`config.mk`:
```
export PLATFORM = sky130hd
export DESIGN_NAME = sd_card_test_sequencer
export DESIGN_NICKNAME = d
export VERILOG_FILES = /design/src/rtl/sd_card_test_sequencer.sv
export SDC_FILE = /design/constraint.sdc
export NUM_CORES = 1
export LEC_CHECK = 0
export BUFFER_PORTS_ARGS = -buffer_cell sky130_fd_sc_hd__buf_2
export CORE_MARGIN = 2
export CORE_UTILIZATION = 40
export DETAILED_ROUTE_END_ITERATION = 16
export PLACE_DENSITY = 0.6
export SLEW_MARGIN = 20
export SYNTH_ARGS = -nofsm -noshare
export SYNTH_HDL_FRONTEND = slang
export SYNTH_SLANG_ARGS = --single-unit
```
`constraint.sdc`:
```
create_clock -name CLOCK50 -period 5 [get_ports CLOCK50]
set_clock_uncertainty 0.1 [all_clocks]
set_input_delay 0 -clock CLOCK50 [delete_from_list [all_inputs] [get_ports CLOCK50]]
set_output_delay 0 -clock CLOCK50 [all_outputs]
set_load 0.1 [all_outputs]
```
`src/rtl/sd_card_test_sequencer.sv`:
```
// sd_card_test_sequencer
// UART-driven command sequencer for the SD card driver. Decodes binary
// commands from the UART receiver, issues block write/read requests to the
// card driver, generates test patterns for writes and either dumps read data
// to the UART or verifies it against the regenerated pattern. Every command
// ends with a status byte queued behind any dump data in the TX FIFO.
//
// Commands (IDLE): 'z'+addr write, 'o'+addr dump, 'v'+addr verify,
//                  'p'+mode+seed set pattern, anything else -> '?'.
// Status bytes:    'K' done, 'P' verify pass, 'F'+cnt_hi+cnt_lo verify fail,
//                  'T' driver timeout, '?' unknown command.
//
// Ports:
//   CLOCK50, nRESET            clock (rising edge), async active-low reset
//   RX_STB/RX_DAT              received UART byte (1-cycle strobe)
//   TX_STB/TX_DAT/TX_ACK/TX_RDY  UART transmit request; held until TX_ACK
//   WR_STB/WR_ADDR/WR_ACK      block write request to card driver
//   WD_STB/WD_DATA/WD_ACK      write data stream, one byte per WD_ACK
//   RD_STB/RD_ADDR/RD_ACK      block read request to card driver
//   RES_STB/RES_DATA/RES_BUSY  read data stream; RES_BUSY throttles the driver
//   DBG_STATE                  current FSM state for observation
//
// Optional feature: define SD_TESTER_LFSR_EN to build the mode-2 LFSR
// pattern (x^8+x^6+x^5+x^4+1, shift left). Without it mode 2 is incrementing.
//
// Handshakes: a request STB is held with stable data until its ACK is seen on
// a rising edge; the STB drops (or the data advances) on the following cycle.
module sd_card_test_sequencer #(
  parameter int AW             = 32,
  parameter int ADDR_BYTES     = 4,
  parameter int BLOCK_BYTES    = 512,
  parameter int FIFO_AW        = 6,
  parameter int TIMEOUT_CYCLES = 50_000_000
) (
  input  logic          CLOCK50,
  input  logic          nRESET,
  input  logic          RX_STB,
  input  logic [7:0]    RX_DAT,
  output logic          TX_STB,
  output logic [7:0]    TX_DAT,
  input  logic          TX_ACK,
  input  logic          TX_RDY,
  output logic          WR_STB,
  output logic [AW-1:0] WR_ADDR,
  input  logic          WR_ACK,
  output logic          WD_STB,
  output logic [7:0]    WD_DATA,
  input  logic          WD_ACK,
  output logic          RD_STB,
  output logic [AW-1:0] RD_ADDR,
  input  logic          RD_ACK,
  input  logic          RES_STB,
  input  logic [7:0]    RES_DATA,
  output logic          RES_BUSY,
  output logic [2:0]    DBG_STATE
);

  localparam logic [2:0] S_IDLE    = 3'd0;
  localparam logic [2:0] S_ARG     = 3'd1;
  localparam logic [2:0] S_REQ     = 3'd2;
  localparam logic [2:0] S_WSTREAM = 3'd3;
  localparam logic [2:0] S_RSTREAM = 3'd4;
  localparam logic [2:0] S_RESP    = 3'd5;

  localparam logic [7:0] CMD_Z = 8'h7A, CMD_O = 8'h6F, CMD_V = 8'h76, CMD_P = 8'h70;
  localparam logic [7:0] RSP_K = 8'h4B, RSP_P = 8'h50, RSP_F = 8'h46;
  localparam logic [7:0] RSP_T = 8'h54, RSP_Q = 8'h3F;

  localparam int AXW   = ADDR_BYTES * 8;
  localparam int CW    = $clog2(BLOCK_BYTES + 1);
  localparam int TW    = $clog2(TIMEOUT_CYCLES + 1);
  localparam int DEPTH = 1 << FIFO_AW;

  logic [2:0]       state_q, state_d;
  logic [7:0]       cmd_q, cmd_d;
  logic [3:0]       arg_cnt_q, arg_cnt_d;
  logic [AXW-1:0]   addr_q, addr_d;
  logic [7:0]       mode_q, mode_d, seed_q, seed_d, pat_q, pat_d;
  logic [CW-1:0]    cnt_q, cnt_d;
  logic [15:0]      mis_q, mis_d;
  logic [7:0]       resp_q, resp_d;
  logic [1:0]       resp_idx_q, resp_idx_d;
  logic [TW-1:0]    tmo_q, tmo_d;
  logic [FIFO_AW-1:0] wr_ptr_q, wr_ptr_d, rd_ptr_q, rd_ptr_d;
  logic [FIFO_AW:0] count_q, count_d;
  logic             tx_stb_q, tx_stb_d, res_busy_q, res_busy_d;
  logic [7:0]       tx_dat_q, tx_dat_d;
  logic [7:0]       fifo_mem [DEPTH];

  logic       push, push_en, pop, fifo_full, fifo_empty, tmo_hit, timeout, last_arg;
  logic [7:0] push_dat, pat_init, pat_step;

  // Pattern generator: start value for a new z/v and the value after one step.
  always_comb begin
    pat_init = seed_q;
    pat_step = (mode_q == 8'd1) ? pat_q : pat_q + 8'd1;
`ifdef SD_TESTER_LFSR_EN
    if (mode_q == 8'd2) begin
      // An all-zero LFSR would lock up, so a zero seed starts at 1.
      pat_init = (seed_q == 8'd0) ? 8'h01 : seed_q;
      pat_step = {pat_q[6:0], pat_q[7] ^ pat_q[5] ^ pat_q[4] ^ pat_q[3]};
    end
`endif
  end

  assign fifo_full  = (count_q == (FIFO_AW+1)'(DEPTH));
  assign fifo_empty = (count_q == '0);
  assign tmo_hit    = (tmo_q == TW'(TIMEOUT_CYCLES - 1));
  assign last_arg   = (cmd_q == CMD_P) ? (arg_cnt_q == 4'd1)
                                       : (arg_cnt_q == 4'(ADDR_BYTES - 1));

  always_comb begin
    state_d    = state_q;
    cmd_d      = cmd_q;
    arg_cnt_d  = arg_cnt_q;
    addr_d     = addr_q;
    mode_d     = mode_q;
    seed_d     = seed_q;
    pat_d      = pat_q;
    cnt_d      = cnt_q;
    mis_d      = mis_q;
    resp_d     = resp_q;
    resp_idx_d = resp_idx_q;
    tmo_d      = tmo_q + TW'(1);
    push       = 1'b0;
    push_dat   = 8'h00;
    timeout    = 1'b0;

    case (state_q)
      S_IDLE: if (RX_STB) begin
        cmd_d      = RX_DAT;
        arg_cnt_d  = '0;
        resp_idx_d = '0;
        if (RX_DAT == CMD_Z || RX_DAT == CMD_O || RX_DAT == CMD_V || RX_DAT == CMD_P)
          state_d = S_ARG;
        else begin
          resp_d  = RSP_Q;
          state_d = S_RESP;
        end
      end
      S_ARG: if (RX_STB) begin
        arg_cnt_d = arg_cnt_q + 4'd1;
        addr_d    = {addr_q[AXW-9:0], RX_DAT};
        if (last_arg) begin
          if (cmd_q == CMD_P) begin
            mode_d  = addr_q[7:0];
            seed_d  = RX_DAT;
            resp_d  = RSP_K;
            state_d = S_RESP;
          end else begin
            cnt_d   = '0;
            mis_d   = '0;
            pat_d   = pat_init;
            state_d = S_REQ;
          end
        end
      end
      S_REQ: begin
        if (cmd_q == CMD_Z ? WR_ACK : RD_ACK)
          state_d = (cmd_q == CMD_Z) ? S_WSTREAM : S_RSTREAM;
        else if (tmo_hit)
          timeout = 1'b1;
      end
      S_WSTREAM: begin
        if (WD_ACK) begin
          tmo_d = '0;
          pat_d = pat_step;
          cnt_d = cnt_q + CW'(1);
          if (cnt_q == CW'(BLOCK_BYTES - 1)) begin
            resp_d  = RSP_K;
            state_d = S_RESP;
          end
        end else if (tmo_hit)
          timeout = 1'b1;
      end
      S_RSTREAM: begin
        if (RES_STB) begin
          tmo_d = '0;
          cnt_d = cnt_q + CW'(1);
          if (cmd_q == CMD_O) begin
            push     = 1'b1;
            push_dat = RES_DATA;
          end else begin
            pat_d = pat_step;
            if (RES_DATA != pat_q && mis_q != 16'hFFFF) mis_d = mis_q + 16'd1;
          end
          if (cnt_q == CW'(BLOCK_BYTES - 1)) begin
            state_d = S_RESP;
            if (cmd_q == CMD_O) resp_d = RSP_K;
            else                resp_d = (mis_d == 16'd0) ? RSP_P : RSP_F;
          end
        end else if (tmo_hit)
          timeout = 1'b1;
      end
      S_RESP: begin
        // Responses wait for room rather than being dropped.
        if (!fifo_full) begin
          push = 1'b1;
          case (resp_idx_q)
            2'd0:    push_dat = resp_q;
            2'd1:    push_dat = mis_q[15:8];
            default: push_dat = mis_q[7:0];
          endcase
          resp_idx_d = resp_idx_q + 2'd1;
          if (resp_q != RSP_F || resp_idx_q == 2'd2) state_d = S_IDLE;
        end
      end
      default: state_d = S_IDLE;
    endcase

    if (timeout) begin
      cnt_d      = '0;
      mis_d      = '0;
      resp_d     = RSP_T;
      resp_idx_d = '0;
      state_d    = S_RESP;
    end
    if (state_d != state_q) tmo_d = '0;
  end

  // TX FIFO and UART drain. The head byte is latched when TX_STB rises and
  // popped on TX_ACK, so a push takes two edges to reach TX_STB.
  assign push_en = push && !fifo_full;
  assign pop     = tx_stb_q && TX_ACK;

  always_comb begin
    wr_ptr_d = push_en ? wr_ptr_q + FIFO_AW'(1) : wr_ptr_q;
    rd_ptr_d = pop     ? rd_ptr_q + FIFO_AW'(1) : rd_ptr_q;
    count_d  = count_q;
    if (push_en && !pop)      count_d = count_q + (FIFO_AW+1)'(1);
    else if (!push_en && pop) count_d = count_q - (FIFO_AW+1)'(1);
    tx_stb_d = tx_stb_q;
    tx_dat_d = tx_dat_q;
    if (!tx_stb_q) begin
      if (!fifo_empty && TX_RDY) begin
        tx_stb_d = 1'b1;
        tx_dat_d = fifo_mem[rd_ptr_q];
      end
    end else if (TX_ACK) begin
      tx_stb_d = 1'b0;
    end
    // Verify never fills the FIFO, so the driver is never throttled there.
    res_busy_d = (count_d >= (FIFO_AW+1)'(DEPTH - 4)) && (cmd_q != CMD_V);
  end

  always_ff @(posedge CLOCK50) begin
    if (push_en) fifo_mem[wr_ptr_q] <= push_dat;
  end

  always_ff @(posedge CLOCK50 or negedge nRESET) begin
    if (!nRESET) begin
      state_q    <= S_IDLE;
      cmd_q      <= '0;
      arg_cnt_q  <= '0;
      addr_q     <= '0;
      mode_q     <= 8'h00;
      seed_q     <= 8'h41;
      pat_q      <= '0;
      cnt_q      <= '0;
      mis_q      <= '0;
      resp_q     <= '0;
      resp_idx_q <= '0;
      tmo_q      <= '0;
      wr_ptr_q   <= '0;
      rd_ptr_q   <= '0;
      count_q    <= '0;
      tx_stb_q   <= 1'b0;
      tx_dat_q   <= '0;
      res_busy_q <= 1'b0;
    end else begin
      state_q    <= state_d;
      cmd_q      <= cmd_d;
      arg_cnt_q  <= arg_cnt_d;
      addr_q     <= addr_d;
      mode_q     <= mode_d;
      seed_q     <= seed_d;
      pat_q      <= pat_d;
      cnt_q      <= cnt_d;
      mis_q      <= mis_d;
      resp_q     <= resp_d;
      resp_idx_q <= resp_idx_d;
      tmo_q      <= tmo_d;
      wr_ptr_q   <= wr_ptr_d;
      rd_ptr_q   <= rd_ptr_d;
      count_q    <= count_d;
      tx_stb_q   <= tx_stb_d;
      tx_dat_q   <= tx_dat_d;
      res_busy_q <= res_busy_d;
    end
  end

  assign WR_STB    = (state_q == S_REQ) && (cmd_q == CMD_Z);
  assign RD_STB    = (state_q == S_REQ) && (cmd_q != CMD_Z);
  assign WD_STB    = (state_q == S_WSTREAM);
  assign WR_ADDR   = addr_q[AW-1:0];
  assign RD_ADDR   = addr_q[AW-1:0];
  assign WD_DATA   = pat_q;
  assign TX_STB    = tx_stb_q;
  assign TX_DAT    = tx_dat_q;
  assign RES_BUSY  = res_busy_q;
  assign DBG_STATE = state_q;

endmodule

```
## Word level (Yosys, flattened, before mapping)

Memory sizes are Yosys's and may differ from the RTL's. A register that Yosys moved wholly into a read port is not among the register bits.
Cells that the tools add are included.

- Bits in registers: 154
- Memory bits (writable): 512
- Input port bits: 25
- Output and inout bits: 88
- Memories: 1

Memory list:

| name | depth | width | read ports | clocked after Yosys merged registers in | write ports | RTL line | source |
|---|---|---|---|---|---|---|---|
| fifo_mem | 64 | 8 | 1 | 1 | 1 | 88 | `logic [7:0] fifo_mem [DEPTH];` |

- Add/sub/neg operators: 10
- Order comparisons: 1
- Equal/unequal tests: 44
- Mux-type cells: 86
- Bitwise logic cells: 1
- Reductions and logical operators: 38

Operator list:

| cell | number |
|---|---|
| 2-to-1 mux 8 bit | 20 |
| 2-to-1 mux 16 bit | 9 |
| 2-to-1 mux 26 bit | 3 |
| 2-to-1 mux 10 bit | 6 |
| == test 8 x 7 -> 1 bit, second input constant | 7 |
| one-hot mux 26 bit (2 select lines) | 1 |
| 2-to-1 mux 3 bit | 13 |
| one-hot mux 16 bit (2 select lines) | 1 |
| one-hot mux 8 bit (2 select lines) | 2 |
| one-hot mux 8 bit (4 select lines) | 1 |
| one-hot mux 10 bit (3 select lines) | 1 |
| inequality test 3 bit, second input constant | 9 |
| adder 26 x 1 -> 26 bit, second input constant | 1 |
| == test 26 bit, second input constant | 1 |
| inequality test 8 x 7 -> 1 bit, second input constant | 3 |
| one-hot mux 8 bit (3 select lines) | 1 |
| one-hot mux 3 bit (6 select lines) | 1 |
| adder 16 x 1 -> 16 bit, second input constant | 1 |
| logical NOT 16 bit | 1 |
| inequality test 16 bit, second input constant | 1 |
| 2-to-1 mux 1 bit | 14 |
| 2-to-1 mux 7 bit | 2 |
| adder 6 x 1 -> 6 bit, second input constant | 2 |
| inequality test 2 bit, second input constant | 6 |
| 46 further kinds | 73 |

## Longest topological paths before layout

Gate-level depths: netlist (run 1).

- Word-level depth: 13
- Depth in mapped cells: 10

## Worst setup path before layout (run 1)

No wires, ideal clock.

- Path kind: flip-flop to flip-flop
- Start point: reg state_q[2] (netlist: DBG_STATE[2])
- End point: mem fifo_mem[0][0], data pin
- Setup time: 0.702 ns
- Arrival time: 4.285 ns
- Data required time: 4.198 ns
- Path slack: -0.087 ns
- Stages on the path, launching flop included: 6
- Path buffers: 1
- Cells stage by stage: dfrtp_1 -> buf_2 -> inv_1 -> nor2_1 -> nand3_1 -> o21ai_0

- Cells in the longest elaborated chain, start to end: 2
- Elaborated cells between the ends (all ways): 3

RTL lines:

| element | RTL line | source |
|---|---|---|
| start: declaration | 74 | `logic [2:0] state_q, state_d;` |
| start signal: assignment | 271 | `state_q <= state_d;` |
| == test 3 bit | 129 | `case (state_q)` |
| one-hot mux 8 bit (2 select lines) (*) | 129 |  |
| via push_dat[0] | 91 | `logic [7:0] push_dat, pat_init, pat_step;` |
| end: declaration | 88 |  |

Mark *: on every way through the listed nets, which the timed path passes. The rest lies on a longest branch.

## Worst setup path after layout (run 1)

- Start point: reg state_q[0] (netlist: DBG_STATE[0])
- End point: mem fifo_mem[19][0], enable pin

- Cells in the longest elaborated chain, start to end: 5
- Elaborated cells between the ends (all ways): 6

RTL lines:

| element | RTL line | source |
|---|---|---|
| == test 3 bit | 129 |  |
| one-hot mux 1 bit (2 select lines) (*) | 129 |  |
| logical AND 1 bit (*) | 223 | `assign push_en = push && !fifo_full;` |
| 2-to-1 mux 1 bit (*) | 247 | `if (push_en) fifo_mem[wr_ptr_q] <= push_dat;` |
| 2-to-1 mux 1 bit (implied by the code) (*) | 247 |  |

Mark *: on every way between the ends. The rest lies on a longest branch, timed or not.

==> metrics.md, run 1 <==
| Metric | Value |
|---|---|
| Clock buffer count from CTS | 70 |
| Switching share of total power | between 30% and 40% |
| H-Tree Depth | 3 |
| Fraction of final layout cells sized beyond drive strength 1 | 25.2% |
| Max cap viols | 0 |
| Core Util, Final | about 46% |
| Combinational family with the most area after synthesis | multiplexers |
| PnR worst setup slack | 0.818 ns |
| Die height | around 270 um |
| Switch Pwr | 7.78 mW |
| GR Util All Layers | 18.2% |
| Synth Instances | 1,757 |
| Post-Route WL | 66,700 um |
| Average size of a mapped cell | 16.2 um^2 |
| Fin nets | 1,904 |
| Synth Flop Type | edfxtp_1 |
| Worst hold-check path type | input pin to register |
| Post-synth EDFFs | 512 |
| Compound-Gate Fraction of Synth Area | ~3.8% |
| Unrepaired setup endpoints after global routing | false |
| N_diodes | 0 |
| Unique cell type count in the Yosys netlist | 75 |
| Combinational power share | 36.0% |
| CTS Root Cell | clkbuf_16 |
| Pre-Repair DR Iteration Count | 7 |
| Fill count | about 6,000 |
| Critical Path Fanout Max | 18 |
| DR vias/cell | 5.54 |
| Sequential area share after synthesis | 68.0% |
| Worst-path clk slew | 0.06 ns |
| Drt drc | 0 |
| Cell with the most instances after synthesis | edfxtp_1 |
| Fmax achieved | 0.239 GHz |
| Worst slew pin tran | 0.974 ns |
| Initial Utilization | between 40% and 50% |
| DRT iter0 DRCs | 1,625 |
| Cell taking the most area after synthesis | edfxtp_1 |
| First-pass GRT wire length | 102,000 um |
| Synth Area in Simple Gates | slightly above 8% |
| Top cells by area, synth | edfxtp_1, dfrtp_1, mux4_2 |
| Commonest cells post-synth | edfxtp_1, nand2_1, mux4_2 |
| Congestion Overflow GR | 0 |
| Max transition margin | 34.8% |
| Share of flip-flops with an asynchronous set or reset | 23.8% |
| Post-CTS Resized | 0 |
| R2r startpoint | DBG_STATE[0] |
| Wire length per cell | 23.3 um |
| Die area | 73,400 um^2 |
| Post-route cell area | 32,500 um^2 |
| Clock power share | 26.3% |
| Clock buffer depth | 3 |
| Port Buf Inserts | between 100 and 150 |
| Final setup viols | 0 |
| Setup TNS | 0 ns |
| P_leak | 11.5 nW |
| Non-Filler Instances | 2,861 |
| Register bit count reported by yosys | 672 |
| Hold_ws | 0.0532 ns |
| Post-synthesis mux area share | 14.9% |
| Worst Setup End Kind | register |
| Register area | around 19,000 um^2 |
| Worst IR Drop VDD | around 0.0006 V |
| Slew Limit Fails | 0 |
| Area post-placement | 30,000 um^2 |
| Crit path required time | roughly 5.1 ns |
| CP startpoint | DBG_STATE[0] |
| Multi-input logic area | 8490 um^2 |
| Clk Latency, worst-skew pair | 0.61 ns |
| Pwr Total | 19.7 mW |
| IO Pins | about 110 |
| Int Pwr | 11.9 mW |
| Number of global-route vias before repair | 16,100 |
| Hold_sp | RES_DATA[6] |
| Post-DP HPWL | between 40,000 and 50,000 um |
| Critical Setup Path Class | register to register |
| CTS tree | done |
| Routed vias | 15,900 |
| Tmin final | about 4.2 ns |
| Post-placement setup slack | between 0.8 and 0.9 ns |
| Power per Cell Area | between 600 and 700 nW/um^2 |
| Initial antenna violation count | 0 |
| Area growth syn-to-layout | 14.0% |
| Mapped Area | 28,500 um^2 |
| Yosys warnings | 0 |
| Sink Count | about 670 |
| Area share of the largest cell type after synthesis | between 50% and 60% |
| Pin count of the biggest net entering global routing | 67 |
| Post-synthesis xor/xnor area fraction | 1.88% |
| Dpl cells | 2,713 |
| Postcts setup bufs | 0 |
| Die W | 271 um |
| Adder-Cell Fraction of Synth Area | 0.597% |
| Final Hold Fails | 0 |
| Fin crit share | approximately 84% |
| Routability cong. | 0.858 |
| CTS hold repair buffers | 22 |
| Post-DRT Antenna Nets | 0 |
| Outcome | completed |
| Post-synth net total | 1,794 |
| Std cell rows | between 90 and 100 |
| Worst setup SP type | register |
| Core Area | 70,300 um^2 |
| Sequential power share | 37.6% |
| WP data arrival | 4.31 ns |
-- power by group through the flow --
stage	Combinational [mW]	Sequential, mW	Clock, mW
4_1_cts	7.17	7.41	5.29
3_3_place_gp	7.07	7.50	0
2_1_floorplan	4.52	8.48	0
5_1_grt	7.47	7.50	5.51
6_report	7.10	7.41	5.18
3_5_place_dp	7.14	7.52	0
-- critical path, stage by stage, from the launching register on --
cell and delay [ns]:
dfrtp_1 0.57, nand4bb_1 0.27, buf_4 0.22, nor3_2 0.49, o211a_1 0.48, nor2b_1 0.31, nand3_1 0.59, nor2_1 0.75
-- worst paths after layout --
check | cells past startpoint | end | slack (ns)
hold reg to reg | 1 | mode_q[2] | 0.41
min in group asynchronous | 4 | cmd_q[6] | 0.41
hold / removal | 3 | fifo_mem[55][6] | 0.05
setup / recovery | 7 | fifo_mem[19][0] | 0.82
setup reg to reg | 7 | fifo_mem[19][0] | 0.82
max in group asynchronous | 4 | tmo_q[12] | 3.54
-- kinds of logic after synthesis --
kind of cell               count (synthesis)
DFF                                      672
xor gates and xnor gates                  59
muxes                                    210
and+or+nand+nor                          487
AOI/OAI and AO/OA                        168
buffers and inverters                    147
adders and majority gates                 14
-- layout make-up --
cell class                 instances  share of cell area (%)
multi-input combinational        938                    26.1
timing repair buffer             165                    3.35
tap                              940                    3.62
clock buffer                      82                    5.69
inverter                          20                   0.231
sequential                       672                    59.7
clock inverter                    44                    1.28
-- sequential cells by signal (all words and copies together) (netlist names), 3 cells and up --
signal / count
count_q: 7
TX_DAT: 8
resp_q: 6
fifo_mem: 512
mis_q: 16
RD_ADDR: 32
DBG_STATE: 3
wr_ptr_q: 6
arg_cnt_q: 4
rd_ptr_q: 6
cnt_q: 10
mode_q: 8
cmd_q: 8
pat_init: 8
WD_DATA: 8
tmo_q: 26
-- cells in the final DEF (no fill, tap or decap), types with 21 or more instances in the layout --
cell / n
clkbuf_16: 72
nand2_1: 178
mux4_2: 168
dfrtp_1: 155
buf_4: 27
nor3_1: 48
nand3_1: 34
dlygate4sd3_1: 21
mux2_2: 34
nor2_1: 113
edfxtp_1: 512
xor2_1: 21
o21ai_0: 55
xnor2_1: 37
a21oi_1: 29
nand4_1: 21
buf_2: 111
-- routing by layer --
| layer | up-vias | GRT usage, % | part of all wire [%] |
|---|---|---|---|
| met1 | 8244 | 25.9 | 44 |
| met2 | 491 | 29.3 | 48 |
| met5 | - | 0 | 0 |
| met4 | 0 | 4.55 | 1.9 |
| met3 | 93 | 2.90 | 5.2 |
| li1 | 7032 | - | - |
Power figures use the tool's default switching activity.
==> inputs of run 2 (changes only) <==
--- a/config.mk
+++ b/config.mk
@@ -9,7 +9,7 @@
 export CORE_MARGIN = 2
 export CORE_UTILIZATION = 40
 export DETAILED_ROUTE_END_ITERATION = 16
-export PLACE_DENSITY = 0.6
+export PLACE_DENSITY = 0.62
 export SLEW_MARGIN = 20
 export SYNTH_ARGS = -nofsm -noshare
 export SYNTH_HDL_FRONTEND = slang
==> constraint.sdc (replaced) <==
create_clock -name CLOCK50 -period 3.7 [get_ports CLOCK50]
set_clock_uncertainty 0.1 [all_clocks]
set_input_delay 0 -clock CLOCK50 [delete_from_list [all_inputs] [get_ports CLOCK50]]
set_output_delay 0 -clock CLOCK50 [all_outputs]
set_load 0.1 [all_outputs]
==> metrics.md, run 2 (synthesis results as in run 1) <==
| Metric | Value |
|---|---|
| Worst Setup End Kind | register (unchanged) |
| Largest stage delay, worst path | 0.59 ns (was 0.75 ns) |
| Pin count of the biggest net entering global routing | 93 (was 67) |
| Biggest register | fifo_mem (unchanged) |
| R2r startpoint | DBG_STATE[2] (was DBG_STATE[0]) |
| Worst path bufs/invs | 1 (unchanged) |
| CP delay by family, top | simple AND/OR/NAND/NOR gates (unchanged) |
| Critical Path Fanout Max | 14 (was 18) |
| Congestion Overflow GR | 0 (unchanged) |
| CTS Root Cell | clkbuf_16 (unchanged) |
| Power per Cell Area | 814 nW/um^2 (was 606 nW/um^2) |
| Final setup viols | 0 (unchanged) |
| Crit path required time | 3.90 ns (was 5.13 ns) |
| Core Area | 70,300 um^2 (unchanged) |
| Max reg flops | 512 (unchanged) |
| Routability cong. | 0.886 (was 0.858) |
| Max cap viols | 0 (unchanged) |
| Fin nets | 1,961 (was 1,904) |
| Reg-to-reg critical path endpoint | fifo_mem[27][5] (was fifo_mem[19][0]) |
| Post-placement setup slack | 0.379 ns (was 0.826 ns) |
| Outcome | completed (unchanged) |
| Worst slew pin tran | 1.04 ns (was 0.974 ns) |
| Die height | 271 um (unchanged) |
| Pre-Repair DR Iteration Count | 5 (was 7) |
| Fin crit share | 91.6% (was 83.6%) |
| Std cell rows | 97 (unchanged) |
| Hold_ws | 0.108 ns (was 0.0532 ns) |
| Wire length per cell | 23.1 um (was 23.3 um) |
| PnR worst setup slack | 0.312 ns (was 0.818 ns) |
| Post-route cell area | 33,000 um^2 (was 32,500 um^2) |
| Drt drc | 0 (unchanged) |
| Clock buffer depth | 3 (unchanged) |
| Hold_sp | RES_DATA[6] (unchanged) |
| Die area | 73,400 um^2 (unchanged) |
| Sink Count | 672 (unchanged) |
| Area post-placement | 30,400 um^2 (was 30,000 um^2) |
| IO Pins | 113 (unchanged) |
| Clk Latency, worst-skew pair | 0.62 ns (was 0.61 ns) |
| Tmin final | 3.39 ns (was 4.18 ns) |
| Post-DP HPWL | 42,800 um (was 42,600 um) |
| Die W | 271 um (unchanged) |
| Post-Route WL | 67,400 um (was 66,700 um) |
| Most common cell after layout, fill and taps aside | edfxtp_1 (unchanged) |
| Setup TNS | 0 ns (unchanged) |
| Initial antenna violation count | 3 (was 0) |
| Post-DRT Antenna Nets | 0 (unchanged) |
| Slowest-stage cell, CP | dfrtp_1 (was nor2_1) |
| DR vias/cell | 5.54 (about the same) |
| Unrepaired setup endpoints after global routing | false (unchanged) |
| Hold depth | 3 (unchanged) |
| Final Hold Fails | 0 (unchanged) |
| Max transition margin | 30.1% (was 34.8%) |
| Worst-path clk slew | 0.06 ns (about the same) |
| Critical Setup Path Class | register to register (unchanged) |
| Postcts setup bufs | 0 (unchanged) |
| Worst hold-check path type | input pin to register (unchanged) |
| Most frequent cells in the layout | edfxtp_1, nand2_1, mux4_2, dfrtp_1, nor2_1 (unchanged) |
| Fmax achieved | 0.295 GHz (was 0.239 GHz) |
| Clock buffer count from CTS | 72 (was 70) |
| Slew Limit Fails | 0 (unchanged) |
| Reg2Reg Setup Slack | 0.31 ns (was 0.82 ns) |
| Fraction of final layout cells sized beyond drive strength 1 | 27.0% (was 25.2%) |
| CTS tree | done (unchanged) |
| GR Util All Layers | 18.6% (was 18.2%) |
| Area growth syn-to-layout | 15.9% (was 14.0%) |
| Initial Utilization | 40.6% (unchanged) |
| Worst setup SP type | register (unchanged) |
| DRT iter0 DRCs | 1,454 (was 1,625) |
| Routed vias | 16,200 (was 15,900) |
| WP depth | 7 (unchanged) |
| Number of global-route vias before repair | 16,500 (was 16,100) |
| Core Util, Final | 47.0% (was 46.2%) |
| P_leak | 11.8 nW (was 11.5 nW) |
| H-Tree Depth | 3 (unchanged) |
| Worst IR Drop VDD | 0.00120 V (was 0.000601 V) |
| WHS Endpoint | fifo_mem[50][6] (was fifo_mem[55][6]) |
| Port Buf Inserts | 112 (unchanged) |
| Critical-path cell list | nand4bb_1 > nor3_2 > o211a_1 > nor2b_1 > nand3_1 > nor2_1 > buf_4 (was nand4bb_1 > buf_4 > nor3_2 > o211a_1 > nor2b_1 > nand3_1 > nor2_1) |
| Worst r2r path cells | 7 (unchanged) |
| WP data arrival | 3.59 ns (was 4.31 ns) |
| First-pass GRT wire length | 104,000 um (was 102,000 um) |
[run 2: changes by cell type in the layout (fill, tap and decap cells not counted), moves of 5 or more]
cell / change
clkbuf_1: +5
clkinv_2: -6
clkbuf_8: +6
buf_4: +50
[run 2: area by class of cell]
cell class,count,area [um^2]
clock buffer,93,1950
antenna,2,5.00
fill,5939,37200
clock inverter,35,422
multi-input combinational,938,8480
inverter,20,75.1
tap,940,1180
timing repair buffer,220,1530
sequential,672,19400
[run 2: how the worst max path moves through the flow]
stage,to,slack [ns],start
5_1_grt,tmo_q[14],0.1,DBG_STATE[2]
3_5_place_dp,tmo_q[25],0.38,DBG_STATE[2]
2_1_floorplan,fifo_mem[0][0],-0.33,DBG_STATE[2]
3_3_place_gp,tmo_q[14],0.41,DBG_STATE[1]
6_report,fifo_mem[27][5],0.31,DBG_STATE[2]
4_1_cts,tmo_q[14],0.36,DBG_STATE[2]
[run 2: timing repair]
action                                 CTS  global route
hold buffers                            24             0
endpoints found under the hold margin  152             0
gates resized for setup                  0             0
[run 2: per-stage QoR]
step	cells	power (mW)
after floorplan	1757	17.5
after global placement	2766	19.8
after detailed placement	2766	19.9
after CTS	2918	27.1
after global routing	2919	28.0
final	2920	26.9
[run 2: power breakdown]
part	internal (mW)	switching [mW]	total [mW]
clock network	4.24	2.95	7.19
logic	3.11	6.80	9.91
registers	9.02	0.753	9.77
total	16.4	10.5	26.9
[run 2: layer usage]
layer	routed length [um]	global-route usage, %
met3	3940	3.45
met2	33200	30.0
met1	28900	25.9
met5	0	0
met4	1410	4.77
[run 2: worst reg2reg max path, delay by kind of cell, from the launching register on]
family | cells | cell delay (ns)
flops | 1 | 0.59
buf+inv | 1 | 0.21
compound gates | 1 | 0.40
simple gates | 5 | 1.79
